[config.mk]
export PLATFORM = sky130hd
export DESIGN_NAME = mac_feeder_flat
export DESIGN_NICKNAME = d
export VERILOG_FILES = /design/src/rtl/mac_feeder_if.sv /design/src/rtl/mac_feeder.sv /design/src/flat_wrapper.sv
export SDC_FILE = /design/constraint.sdc
export NUM_CORES = 1
export LEC_CHECK = 0
export ABC_AREA = 1
export BUFFER_PORTS_ARGS = -buffer_cell sky130_fd_sc_hd__buf_2
export CORE_MARGIN = 1.5
export CORE_UTILIZATION = 52
export DETAILED_ROUTE_END_ITERATION = 6
export PLACE_DENSITY_LB_ADDON = 0.12
export SLEW_MARGIN = 40
export SYNTH_ARGS = -nofsm -noshare
export SYNTH_HDL_FRONTEND = slang
export SYNTH_SLANG_ARGS = --single-unit
[constraint.sdc]
create_clock -name clk -period 2.03 [get_ports clk]
set_input_delay 0.3045 -clock clk [delete_from_list [all_inputs] [get_ports clk]]
set_output_delay 0.3045 -clock clk [all_outputs]
set_load 0.005 [all_outputs]
[src/rtl/mac_feeder_if.sv]
// Handshake bundle between the feeder (initiator) and the MAC (responder).
interface mac_feeder_if;
    logic [3:0]  mac_a;
    logic [3:0]  mac_b;
    logic        mac_go;
    logic        mac_done;
    logic [11:0] mac_out;

    modport master (
        output mac_a,
        output mac_b,
        output mac_go,
        input  mac_done,
        input  mac_out
    );

    modport slave (
        input  mac_a,
        input  mac_b,
        input  mac_go,
        output mac_done,
        output mac_out
    );
endinterface

[src/rtl/mac_feeder.sv]
// Queues host operand pairs and issues them one at a time to the MAC over a
// go/done handshake, capturing each result and aborting on a stalled MAC.
module mac_feeder #(
    parameter int DEPTH   = 8,
    parameter int AW      = 3,
    parameter int TIMEOUT = 64
) (
    input  logic               clk,
    input  logic               rst,
    input  logic               wr_en,
    input  logic [3:0]         wr_a,
    input  logic [3:0]         wr_b,
    output logic               full,
    output logic               empty,
    input  logic               start,
    output logic               busy,
    mac_feeder_if.master       mac,
    output logic [11:0]        result,
    output logic               result_valid,
    output logic [7:0]         jobs_done,
    output logic               timeout_err
);

    localparam int TW = (TIMEOUT > 1) ? $clog2(TIMEOUT) : 1;

    typedef enum logic [2:0] {
        IDLE,
        LOAD,
        GO,
        WAIT,
        CAPTURE
    } state_t;

    state_t          state_reg, state_next;

    logic [7:0]      mem [DEPTH];
    logic [AW-1:0]   wr_ptr_reg, rd_ptr_reg;
    logic [AW:0]     count_reg;
    logic [3:0]      mac_a_reg, mac_b_reg;
    logic [11:0]     result_reg;
    logic [7:0]      jobs_reg;
    logic            err_reg;
    logic [TW-1:0]   tmo_reg;

    logic            push, pop;
    logic            launch, tmo_hit;

    assign full    = (count_reg == (AW+1)'(DEPTH));
    assign empty   = (count_reg == '0);
    // A write against a full queue is dropped even if a pop frees a slot this cycle.
    assign push    = wr_en && !full;
    assign pop     = (state_reg == LOAD);
    assign launch  = (state_reg == IDLE) && start && !empty;
    assign tmo_hit = (tmo_reg == TW'(TIMEOUT - 1));

    always_comb begin
        state_next = state_reg;
        case (state_reg)
            IDLE:    if (launch) state_next = LOAD;
            LOAD:    state_next = GO;
            GO:      state_next = WAIT;
            WAIT: begin
                if (mac.mac_done)  state_next = CAPTURE;
                else if (tmo_hit)  state_next = IDLE;
            end
            CAPTURE: state_next = empty ? IDLE : LOAD;
            default: state_next = IDLE;
        endcase
    end

    always_ff @(posedge clk or negedge rst) begin
        if (!rst) begin
            state_reg <= IDLE;
        end else begin
            state_reg <= state_next;
        end
    end

    always_ff @(posedge clk) begin
        if (push) begin
            mem[wr_ptr_reg] <= {wr_a, wr_b};
        end
    end

    always_ff @(posedge clk or negedge rst) begin
        if (!rst) begin
            wr_ptr_reg <= '0;
            rd_ptr_reg <= '0;
            count_reg  <= '0;
            mac_a_reg  <= '0;
            mac_b_reg  <= '0;
            result_reg <= '0;
            jobs_reg   <= '0;
            err_reg    <= 1'b0;
            tmo_reg    <= '0;
        end else begin
            if (push) wr_ptr_reg <= wr_ptr_reg + 1'b1;
            if (pop)  rd_ptr_reg <= rd_ptr_reg + 1'b1;
            if (push && !pop)      count_reg <= count_reg + 1'b1;
            else if (!push && pop) count_reg <= count_reg - 1'b1;

            if (pop) begin
                mac_a_reg <= mem[rd_ptr_reg][7:4];
                mac_b_reg <= mem[rd_ptr_reg][3:0];
            end

            if (launch) begin
                jobs_reg <= '0;
                err_reg  <= 1'b0;
            end

            if (state_reg == GO) tmo_reg <= '0;

            // Result is latched on the done edge so it is already valid
            // during the CAPTURE cycle that raises result_valid.
            if (state_reg == WAIT) begin
                if (mac.mac_done) begin
                    result_reg <= mac.mac_out;
                    jobs_reg   <= jobs_reg + 1'b1;
                end else if (tmo_hit) begin
                    err_reg <= 1'b1;
                end else begin
                    tmo_reg <= tmo_reg + 1'b1;
                end
            end
        end
    end

    assign busy         = (state_reg != IDLE);
    assign mac.mac_go   = (state_reg == GO);
    assign mac.mac_a    = mac_a_reg;
    assign mac.mac_b    = mac_b_reg;
    assign result       = result_reg;
    assign result_valid = (state_reg == CAPTURE);
    assign jobs_done    = jobs_reg;
    assign timeout_err  = err_reg;

endmodule
[src/flat_wrapper.sv]
// flat-port wrapper written by rule: the top's interface ports become plain ports
module mac_feeder_flat 
#(
    parameter int DEPTH   = 8,
    parameter int AW      = 3,
    parameter int TIMEOUT = 64
)
  (clk, rst, wr_en, wr_a, wr_b, full, empty, start, busy, result, result_valid, jobs_done, timeout_err, mac_mac_a, mac_mac_b, mac_mac_go, mac_mac_done, mac_mac_out);
  mac_feeder_if mac_i ();
  input  logic clk;
  input  logic rst;
  input  logic wr_en;
  input  logic [3:0] wr_a;
  input  logic [3:0] wr_b;
  output logic full;
  output logic empty;
  input  logic start;
  output logic busy;
  output logic [11:0] result;
  output logic result_valid;
  output logic [7:0] jobs_done;
  output logic timeout_err;
  output wire logic [$bits(mac_i.mac_a)-1:0] mac_mac_a;
  output wire logic [$bits(mac_i.mac_b)-1:0] mac_mac_b;
  output wire logic [$bits(mac_i.mac_go)-1:0] mac_mac_go;
  input wire logic [$bits(mac_i.mac_done)-1:0] mac_mac_done;
  input wire logic [$bits(mac_i.mac_out)-1:0] mac_mac_out;
  assign mac_mac_a = mac_i.mac_a;
  assign mac_mac_b = mac_i.mac_b;
  assign mac_mac_go = mac_i.mac_go;
  assign mac_i.mac_done = mac_mac_done;
  assign mac_i.mac_out = mac_mac_out;
  mac_feeder #(.DEPTH(DEPTH), .AW(AW), .TIMEOUT(TIMEOUT)) u_core (.clk(clk), .rst(rst), .wr_en(wr_en), .wr_a(wr_a), .wr_b(wr_b), .full(full), .empty(empty), .start(start), .busy(busy), .mac(mac_i), .result(result), .result_valid(result_valid), .jobs_done(jobs_done), .timeout_err(timeout_err));
endmodule
# Yosys cells after proc, flatten, opt, wreduce, memory -nomap -nowiden
# Memory sizes are Yosys's and may differ from the RTL's. A register that Yosys moved wholly into a read port is not among the register bits.
# Index checks and enable logic that the tools add are counted.
# op_classes
addsub	6
n_mul	0
n_div	0
n_lt_le_gt_ge	0
eq_ne	8
shift	0
muxes	20
bitwise_logic	0
n_reduce_logical	16
# op_table
operator	n
$mux W6	4
$mux W8	3
$pmux W3 S5	1
$mux W3	3
$add A8 B1 Y8 const B	1
$mux W4	2
$mux W1	7
$add A3 B1 Y3 const B	2
$add A6 B1 Y6 const B	1
$eq A3 B2 Y1 const B	2
$eq A6 B6 Y1 const B	1
$logic_and A1 B1 Y1	5
$logic_not A1 Y1	5
$add A4 B1 Y4 const B	1
$eq A4 B4 Y1 const B	1
$logic_not A4 Y1	1
$reduce_and A2 Y1	2
$sub A4 B1 Y4 const B	1
$eq A3 B1 Y1 const B	1
$eq A3 B3 Y1 const B	1
$logic_not A3 Y1	1
$ne A3 B2 Y1 const B	1
$reduce_bool A3 Y1	1
$ne A2 B1 Y1 const B	1
$reduce_bool A2 Y1	1
# totals
register_bits	40
latchBits	0
ramBits	64
romBits	0
out_inout_bits	34
n_memories	1
# mem_list
memory	words	word_bits	rd	rd_ports_with_merged_regs	wr	line_no	text
u_core.mem	8	8	1	1	1	mac_feeder.sv:36	logic [7:0] mem [DEPTH];

# Depth between registers and ports, before layout
# Gate-level depths: netlist (run 1).
# logic_depth
ltp_word	7
depth_mapped	13
ltp_nobuf	13

# Worst setup path before layout (run 1)
# OpenSTA, ideal clock, no wires.
# synth_timing
kind	reg2reg
from	register u_core.count_reg[0]
to	register u_core.count_reg[3]
setup_time_ns	0.116
t_arrival_ns	1.806
slack_ns	0.108
stages_incl_launch_ff	14
n_path_buf	0
synth_period_minus_slack_ns	1.922
cell_sequence	dfrtp_1 -> nor2_1 -> nand3_1 -> nand2_1 -> inv_1 -> ha_1 -> inv_1 -> ha_1 -> a21oi_1 -> nand2_1 -> nand2_1 -> nand2_1 -> nand2_1 -> nand2_1
# synth_via
elab_chain_cells	6
word_cells_on_any_way	11
# synth_rtl
item	line_no	text
from (decl)	mac_feeder.sv:38	logic [AW:0] count_reg;
from (signal assigned)	mac_feeder.sv:99	if (push && !pop) count_reg <= count_reg + 1'b1;
from (signal assigned)	mac_feeder.sv:100	else if (!push && pop) count_reg <= count_reg - 1'b1;
$eq A4 B4 Y1 (*)	mac_feeder.sv:48	assign full = (count_reg == (AW+1)'(DEPTH));
$logic_not A1 Y1 (*)	mac_feeder.sv:51	assign push = wr_en && !full;
$logic_and A1 B1 Y1 (*)	mac_feeder.sv:51	
named net u_core.push	mac_feeder.sv:45	logic push, pop;
$logic_not A1 Y1	mac_feeder.sv:100	
$logic_and A1 B1 Y1	mac_feeder.sv:100	
$reduce_bool A2 Y1 (no line)	-	
# The timed path passes the listed nets; every way through them passes the cells marked *. The select of a mux whose other input is x is not followed.
# A chain may end at the register's enable or synchronous reset.

# Final worst setup path (run 1)
# layout_timing
from	register u_core.count_reg[1]
to	register u_core.count_reg[3]
# The elaborated chain is that of the path after synthesis.

==> impl_metrics.json, run 1 <==
{
  "drt_iter0_markers": 210,
  "num_rows": 35,
  "period_share_pct": 89.83,
  "end_kind": "flop",
  "hold_violations": 0,
  "gp_congestion": 0.8103,
  "slew_headroom_pct": 46.88,
  "drv_slew": 0,
  "die_x_microns": 101.1,
  "clk_latency_ns": 0.37,
  "cts_buffer_depth": 2,
  "cp.arrival_ns": 2.10,
  "critical_path.max_stage_delay_ns": 0.40,
  "wl_mm": 10.17,
  "yosysWarnings": 0,
  "r2r_cells": 13,
  "crit_buf_inv": 2,
  "grt_pass1_wl_mm": 17.06,
  "vias": 3619,
  "die_height_microns": 101.1,
  "htree_levels": 3,
  "synth-seq-cells": 112,
  "fmax_mhz": 548.4,
  "first_pass_iters": 5,
  "postSynthCellCount": 537,
  "ios": 59,
  "fin_skew_ns": 0.01508,
  "seq_area_frac_synth_pct": 62.46,
  "min_period_ns": 1.824,
  "hold_path.class": "primary input to flop",
  "start_util_pct": 53.85,
  "numCtsBuffers": 9,
  "fin_tns_setup_ns": 0,
  "yosysUniqueCellTypes": 26,
  "crit_required_ns": 2.31,
  "drc_errors": 0,
  "grt_max_degree": 49,
  "finalPower_mw": 7.681,
  "p_leak_nw": 2.838,
  "crit_path_start_kind": "flop",
  "crit_path_top_delay_cell": "dfrtp_1",
  "tightest_slew_ns": 0.7939,
  "via_per_inst": 4.871,
  "cp_max_fo": 3,
  "reg2reg_from": "u_core.count_reg[1]",
  "r2r_slack_ns": 0.21,
  "peakVddDrop_uv": 781.3,
  "syn_to_final_growth_pct": 15.54,
  "ant_nets": 0,
  "core_sq_mm": 0.009284,
  "syn-num-nets": 570,
  "path_class": "flop to flop",
  "fin_nets": 642,
  "critical_path.most_common_cell": "nand2_1",
  "grt_pass1_vias": 3414,
  "grt_use_total_pct": 22.05,
  "avgSynthCellArea_sq_um": 9.311,
  "die_area_sq_mm": 0.01021,
  "min_from": "mac_mac_out[1]",
  "cts_tree": "done",
  "yosysTopAreaCell": "edfxtp_1",
  "yosys-top-cells-area": "edfxtp_1 (38%), dfrtp_1 (24%), nand2_1 (14%)",
  "rsz0062_at_grt": "false",
  "dp_hpwl_mm": 6.990,
  "path_cells": "nor2_2, nand3_2, nand2_2, inv_1, ha_2, inv_2, ha_4, a21oi_2, nand2_1, nand2_1, nand2_1, nand2_1, nand2_1",
  "setup_viol": 0,
  "portBuffers": 58,
  "largest_register_ffs": 64,
  "maxCapViolCount": 0,
  "wl_per_cell_microns": 13.69,
  "clk_pin_slew_worst_paths_ns": 0.12,
  "clockRootBuffer": "clkbuf_8",
  "status": "finished, final reports clean",
  "crit_family": "simple AND/OR/NAND/NOR gates",
  "r2r_end": "u_core.count_reg[3]",
  "drive_gt1_share_pct": 17.92,
  "antenna_cells": 0,
  "overflow": 0,
  "synth_area_sq_mm": 0.005000,
  "clock_sinks": 112,
  "antenna_found_initial": 0,
  "yosys.area.top_type_share_pct": 38.44,
  "finish.utilization_pct": 62.22,
  "p_per_area_mw_per_mm2": 1330,
  "min_delay_path_depth": 3,
  "nFillCells": 801,
  "hold_end": "u_core.result[1]"
}
[cell type report]
type | count | area (sq um) | share of cell area, %
Sequential cell | 112 | 3124 | 54.08
Multi-Input combinational cell | 328 | 1509 | 26.12
Clock buffer | 10 | 148.9 | 2.577
Timing Repair Buffer | 78 | 467.9 | 8.101
Inverter | 80 | 300.3 | 5.198
Tap cell | 129 | 161.4 | 2.794
Clock inverter | 6 | 65.06 | 1.126
[tightest hold or removal path: stages]
cell and delay (ns):
buf_2 0.07, nand2_1 0.04, nand2_1 0.04
[kinds of logic (layout without fill, tap and decap cells)]
kind of cell | count (synthesis) | after routing | synth area share (%)
adder cells (fa/ha/maj) | 8 | 8 | 2.152
flip-flops | 112 | 112 | 62.46
buffers and inverters | 97 | 174 | 7.933
XOR/XNOR | 6 | 6 | 1.051
AO/OA/AOI/OAI | 19 | 19 | 2.002
AND/OR/NAND/NOR | 295 | 295 | 24.40
[placed cells by master, fill, tap and decap left out, drive strengths merged]
cell type / Yosys / final
a21o: 1 / 1
a21oi: 7 / 7
buf: 17 / 77
clkbuf: 0 / 10
clkinv: 1 / 3
dfrtp: 48 / 48
dlygate4sd3: 0 / 1
edfxtp: 64 / 64
fa: 1 / 1
ha: 7 / 7
inv: 79 / 83
nand2: 192 / 192
nand3: 75 / 75
nand4: 1 / 1
nor2: 25 / 25
nor3: 1 / 1
o211ai: 1 / 1
o21ai: 10 / 10
or2: 1 / 1
xnor2: 3 / 3
xor2: 3 / 3
[routing by layer]
layer / share of wire (%) / routed length [microns] / track usage, % / vias up
met2: 47 / 4753 / 33.82 / 94
met5: 0 / 0 / 0 / -
met1: 47 / 4788 / 32.49 / 1672
li1: - / - / - / 1849
met3: 5.6 / 572 / 5.132 / 4
met4: 0.54 / 55 / 4.487 / 0
[cell usage after synthesis]
library cell,n
a21o_1,1
o211ai_1,1
xor2_1,3
nand2_2,1
inv_1,73
nand3_1,75
nor2_2,1
o21ai_1,6
clkinv_1,1
ha_1,7
or2_1,1
buf_6,1
buf_4,2
fa_1,1
nor3_1,1
nor2_4,1
nand2_1,191
xnor2_1,3
edfxtp_1,64
nand4_1,1
o21ai_0,4
buf_2,14
nor2_1,23
dfrtp_1,48
a21oi_1,7
inv_2,6
[power by group]
part	switching (mW)	internal, mW
Combinational	1.83	1.15
Sequential	0.351	2.98
Clock	0.800	0.561
[what timing repair did]
item	4_1_cts	5_1_grt
hold endpoints to repair	48	0
hold buffers	1	0
pin swaps	0	1
setup endpoints to repair	1	8
setup buffers	0	3
gates resized for setup	1	7
[worst max path at each step]
stage | to | from | slack (ns) | depth (start not counted)
2_1_floorplan | u_core.count_reg[3] | u_core.count_reg[0] | 0.11 | 13
3_3_place_gp | u_core.count_reg[3] | u_core.count_reg[0] | 0.09 | 13
3_5_place_dp | u_core.count_reg[3] | u_core.count_reg[0] | -0.008 | 13
4_1_cts | u_core.count_reg[3] | u_core.count_reg[0] | 0.03 | 13
5_1_grt | u_core.count_reg[3] | u_core.count_reg[1] | 0.002 | 13
6_report | u_core.count_reg[3] | u_core.count_reg[1] | 0.21 | 13
[through the flow]
stage,instance area (sq um),hold WS [ns],setup slack (ns),std cells
floorplan,5000,0.008909,0.1078,537
global placement,5500,0.3046,0.08929,723
detailed placement,5500,0.3211,-0.008488,723
CTS,5728,0.09002,0.02630,740
global route,5777,0.08735,0.002057,743
finish,5777,0.1171,0.2065,743
No activity file was read; power rests on OpenSTA's default activity.
==> run 2: changes to the inputs <==
CELL_PAD_IN_SITES_DETAIL_PLACEMENT = 2   (was default)
CELL_PAD_IN_SITES_GLOBAL_PLACEMENT = 2   (was default)
CORE_UTILIZATION = 34   (was 52)
CTS_BUF_LIST = sky130_fd_sc_hd__clkbuf_4   (was default)
==> run 2 against run 1 <==
Against the previous run: sequential power is 2% lower; non-clock buffer count is 15 higher; total power is 0.43% higher; global-route usage is 2.8 points lower; clock skew is 0.013 ns higher; via count is 8.1% higher; critical path depth stayed put; cell area is 1.8% higher; sequential share of layout area is 0.99 points lower; clock power is 16% lower; highest routed layer unchanged.
==> impl_metrics.json, run 2 (synthesis results as in run 1) <==
{
  "status": "finished, final reports clean",
  "largest_register_ffs": 64,
  "ant_nets": 0,
  "finalNonFillerCells": 813,
  "via_per_inst": 4.811,
  "fin_ws_ns": 0.1320,
  "swShare_pct": 41.07,
  "r2r_end": "u_core.count_reg[3]",
  "slew_headroom_pct": 47.14,
  "htree_levels": 3,
  "pwr-share-comb_pct": 42.9,
  "num_rows": 44,
  "fin_skew_ns": 0.02763,
  "cts_buffer_depth": 2,
  "core_sq_mm": 0.01442,
  "start_util_pct": 34.66,
  "r2r_slack_ns": 0.13,
  "end_kind": "flop",
  "tightest_slew_ns": 0.7900,
  "path_cells": "nor2_2, nand3_2, nand2_1, inv_1, ha_2, inv_2, ha_4, a21oi_2, nand2_1, nand2_1, nand2_1, nand2_1, nand2_1",
  "antenna_found_initial": 0,
  "fin_nets": 657,
  "pwr-share-seq_pct": 42.4,
  "timing.hold.ws_ns": 0.1106,
  "p_per_area_mw_per_mm2": 1311,
  "numCtsBuffers": 9,
  "path_class": "flop to flop",
  "final_cell_area_sq_mm": 0.005882,
  "min_period_ns": 1.898,
  "crit_path_top_delay_cell": "dfrtp_1",
  "antenna_cells": 0,
  "drive_gt1_share_pct": 17.33,
  "crit_required_ns": 2.40,
  "drc_errors": 0,
  "fin_tns_setup_ns": 0,
  "clk_pin_slew_worst_paths_ns": 0.16,
  "grt_pass1_vias": 4477,
  "grt_use_total_pct": 19.22,
  "dpl_cell_area_sq_mm": 0.005567,
  "die_area_sq_mm": 0.01544,
  "hold_path.class": "primary input to flop",
  "portBuffers": 58,
  "vias": 3911,
  "grt_pass1_wl_mm": 23.38,
  "layout_common_cells": "nand2_1 (191), nand3_1 (74), inv_1 (72)",
  "cts_tree": "done",
  "cp_max_fo": 3,
  "clockRootBuffer": "clkbuf_4",
  "die_height_microns": 124.3,
  "cp.arrival_ns": 2.27,
  "intPower_mw": 4.546,
  "clk_latency_ns": 0.48,
  "finalPower_mw": 7.714,
  "die_x_microns": 124.3,
  "maxCapViolCount": 0,
  "reg2reg_from": "u_core.count_reg[1]",
  "fmax_mhz": 526.9,
  "min_delay_path_depth": 1,
  "drv_slew": 0,
  "hold_violations": 0,
  "dp_hpwl_mm": 9.859,
  "final_common_cell": "nand2_1",
  "p_leak_nw": 2.857,
  "finish.utilization_pct": 40.78,
  "gp_congestion": 0.7796,
  "critical_path.most_common_cell": "nand2_1",
  "r2r_cells": 13,
  "critical_path.max_stage_delay_ns": 0.42,
  "min_from": "wr_b[2]",
  "period_share_pct": 93.50,
  "syn_to_final_growth_pct": 17.64,
  "wl_mm": 14.01,
  "ios": 59,
  "crit_path_start_kind": "flop",
  "switching_power_mw": 3.168,
  "clock_sinks": 112,
  "drt_iter0_markers": 147,
  "overflow": 0,
  "dp.cells": 781,
  "setup_viol": 0,
  "place_ws_ns": -0.06371,
  "grt_max_degree": 49,
  "hold_end": "u_core.mem[4][2]",
  "first_pass_iters": 4,
  "wl_per_cell_microns": 17.23,
  "clockPowerShare_pct": 14.7,
  "peakVddDrop_uv": 478.1
}
## run 2: cell types whose count changed in the layout (fill, tap and decap cells not counted), sizes merged
cell,previous run,this run
buf,77,80
dlygate4sd3,1,13
clkinv,3,5
bufinv,0,1
inv,83,80
## run 2: final cells by class
| cell class | count | area (sq um) |
|---|---|---|
| clock inverters | 6 | 58.81 |
| flip-flops and latches | 112 | 3123 |
| well taps | 184 | 230.2 |
| multi-input cells | 328 | 1509 |
| fillers | 1605 | 8542 |
| repair buffers | 93 | 585.6 |
| inverters | 80 | 300.3 |
| clock buffers | 10 | 75.07 |
## run 2: per-layer routing
| layer | vias to the layer above | track usage [%] | wire (microns) |
|---|---|---|---|
| met4 | 0 | 7.167 | 308 |
| met2 | 52 | 34.32 | 7335 |
| li1 | 1872 | - | - |
| met5 | - | 0 | 0 |
| met3 | 20 | 2.835 | 295 |
| met1 | 1967 | 23.46 | 6066 |
## run 2: power groups by stage
stage	clock, mW	sequential (mW)	combinational [mW]
floorplan	0	3.32	1.95
global placement	0	3.28	3.07
detailed placement	0	3.32	3.23
CTS	1.18	3.27	3.30
global route	1.26	3.34	3.76
finish	1.14	3.27	3.31
## run 2: repair_timing
action / CTS / global route
buffers inserted: 0 / 3
pin swaps: 0 / 4
resized for setup: 4 / 3
hold endpoints to repair: 60 / 0
hold buffers: 13 / 0
endpoints found under the setup margin: 5 / 1
## run 2: worst max-delay path by stage
| stage | endpoint | slack, ns | startpoint |
|---|---|---|---|
| after floorplan | u_core.count_reg[3] | 0.11 | u_core.count_reg[0] |
| after global placement | u_core.count_reg[3] | 0.02 | u_core.count_reg[0] |
| after detailed placement | u_core.count_reg[3] | -0.06 | u_core.count_reg[0] |
| after CTS | u_core.count_reg[3] | 0.01 | u_core.count_reg[0] |
| after global routing | u_core.count_reg[3] | -0.02 | u_core.count_reg[1] |
| final | u_core.count_reg[3] | 0.13 | u_core.count_reg[1] |
## run 2: critical path: cells and delay by family (launching register included)
kind	cells	cell delay (ns)
AO/OA/AOI/OAI	1	0.14
adder cells (fa/ha/maj)	2	0.43
buffers and inverters	2	0.17
flip-flops	1	0.42
AND/OR/NAND/NOR	8	0.62
==> run 3: changes to the inputs <==
MAX_ROUTING_LAYER = met4   (was default)
RECOVER_POWER = 25   (was default)
==> run 3 against run 2 <==
Against the previous run: global-route usage grew 0.53 points; clock power hardly changed; critical path depth stayed put; total power down 0.14%; sequential cell count stayed put; register-to-register slack hardly changed; largest power group unchanged; highest routed layer unchanged.
==> impl_metrics.json, run 3 (synthesis results as in run 1) <==
{
  "overflow": 0,
  "pwr-share-comb_pct": 42.9,
  "layout_common_cells": "nand2_1 (191), nand3_1 (74), inv_1 (72)",
  "fin_nets": 657,
  "timing.hold.ws_ns": 0.1423,
  "die_x_microns": 124.3,
  "p_leak_nw": 2.835,
  "cp_max_fo": 3,
  "grt_pass1_wl_mm": 23.38,
  "fin_ws_ns": 0.1309,
  "reg2reg_from": "u_core.count_reg[1]",
  "cp.arrival_ns": 2.27,
  "place_ws_ns": -0.06371,
  "crit_required_ns": 2.40,
  "drv_slew": 0,
  "die_area_sq_mm": 0.01544,
  "largest_register_ffs": 64,
  "min_period_ns": 1.899,
  "final_common_cell": "nand2_1",
  "pwr-share-seq_pct": 42.4,
  "tightest_slew_ns": 0.7940,
  "ios": 59,
  "hold_path.class": "primary input to flop",
  "cts_tree": "done",
  "vias": 3896,
  "fmax_mhz": 526.6,
  "grt_use_total_pct": 19.75,
  "clockRootBuffer": "clkbuf_4",
  "htree_levels": 3,
  "setup_viol": 0,
  "fin_skew_ns": 0.02468,
  "critPathLaunch": "u_core.count_reg[1]",
  "crit_path_top_delay_cell": "dfrtp_1",
  "p_per_area_mw_per_mm2": 1312,
  "die_height_microns": 124.3,
  "fin_tns_setup_ns": 0,
  "min_from": "mac_mac_done",
  "clock_sinks": 112,
  "clk_latency_ns": 0.48,
  "crit_family": "simple AND/OR/NAND/NOR gates",
  "antenna_cells": 0,
  "grt_pass1_vias": 4479,
  "syn_to_final_growth_pct": 17.44,
  "peakVddDrop_uv": 478.3,
  "gp_congestion": 0.7903,
  "hold_violations": 0,
  "drive_gt1_share_pct": 16.06,
  "start_util_pct": 34.66,
  "drt_iter0_markers": 152,
  "final_cell_area_sq_mm": 0.005872,
  "core_sq_mm": 0.01442,
  "crit_path_start_kind": "flop",
  "via_per_inst": 4.792,
  "wl_mm": 13.98,
  "intPower_mw": 4.543,
  "swShare_pct": 41.02,
  "maxCapViolCount": 0,
  "period_share_pct": 93.55,
  "cts_buffer_depth": 2,
  "critical_path.max_stage_delay_ns": 0.42,
  "first_pass_iters": 4,
  "portBuffers": 58,
  "switching_power_mw": 3.160,
  "finish.utilization_pct": 40.71,
  "clk_pin_slew_worst_paths_ns": 0.18,
  "crit_buf_inv": 2,
  "ant_nets": 0,
  "grt_max_degree": 49,
  "status": "finished, final reports clean",
  "drc_errors": 0,
  "antenna_found_initial": 0,
  "numCtsBuffers": 9,
  "wl_per_cell_microns": 17.20,
  "num_rows": 44,
  "slew_headroom_pct": 46.87,
  "dp_hpwl_mm": 9.859,
  "critical_path.most_common_cell": "nand2_1",
  "nFillCells": 1606,
  "path_class": "flop to flop",
  "end_kind": "flop",
  "clockPowerShare_pct": 14.7,
  "dpl_cell_area_sq_mm": 0.005567,
  "path_cells": "nor2_2, nand3_2, nand2_1, inv_1, ha_2, inv_2, ha_4, a21oi_2, nand2_1, nand2_1, nand2_1, nand2_1, nand2_1"
}
-- run 3: power groups by stage --
stage	Combinational [mW]	Clock (mW)	Sequential (mW)
after floorplan	1.95	0	3.32
after global placement	3.07	0	3.28
after detailed placement	3.23	0	3.32
after CTS	3.30	1.18	3.27
after global routing	3.75	1.26	3.34
final	3.30	1.13	3.27
-- run 3: area by class of cell --
class,count,area [sq um],area share (%)
sequential,112,3123,53.19
clock buffer,10,75.07,1.279
inverter,80,300.3,5.114
tap,184,230.2,3.921
clock inverter,6,58.81,1.001
timing repair buffer,93,575.6,9.802
multi-input combinational,328,1509,25.70
-- run 3: worst min-delay path, delay by kind of cell --
family                 cells  cell delay [ns]
buffers and inverters      1             0.12
AOI/OAI and AO/OA          1             0.05
and+or+nand+nor            2             0.13
-- run 3: stage by stage --
stage	instances	power, mW
final	813	7.703
after detailed placement	781	6.556
after floorplan	537	5.261
after CTS	810	7.746
after global routing	813	8.355
after global placement	781	6.355
-- run 3: routing by layer --
layer,vias to the layer above,GRT usage (%),wire [microns]
li1,1871,-,-
met1,1950,23.43,6006
met2,55,34.32,7363
met3,20,2.749,315
met4,0,7.167,299
met5,-,-,0
-- run 3: worst paths after layout --
| check | end | slack (ns) | cells after the start |
|---|---|---|---|
| worst min-delay path | u_core.tmo_reg[2] | 0.14 | 4 |
| worst max register to register | u_core.count_reg[3] | 0.13 | 13 |
| worst max-delay path | u_core.count_reg[3] | 0.13 | 13 |
| worst min register to register | u_core.mac.mac_a[3] | 0.50 | 2 |
| min in group asynchronous | u_core.mac.mac_a[2] | 0.44 | 3 |
| max in group asynchronous | u_core.count_reg[2] | 1.13 | 3 |
-- run 3: timing repair --
action / 4_1_cts / 5_1_grt
resized for setup: 4 / 3
setup buffers: 0 / 3
hold endpoints to repair: 60 / 0
setup endpoints to repair: 5 / 1
hold buffers: 13 / 0
pin swaps: 0 / 4
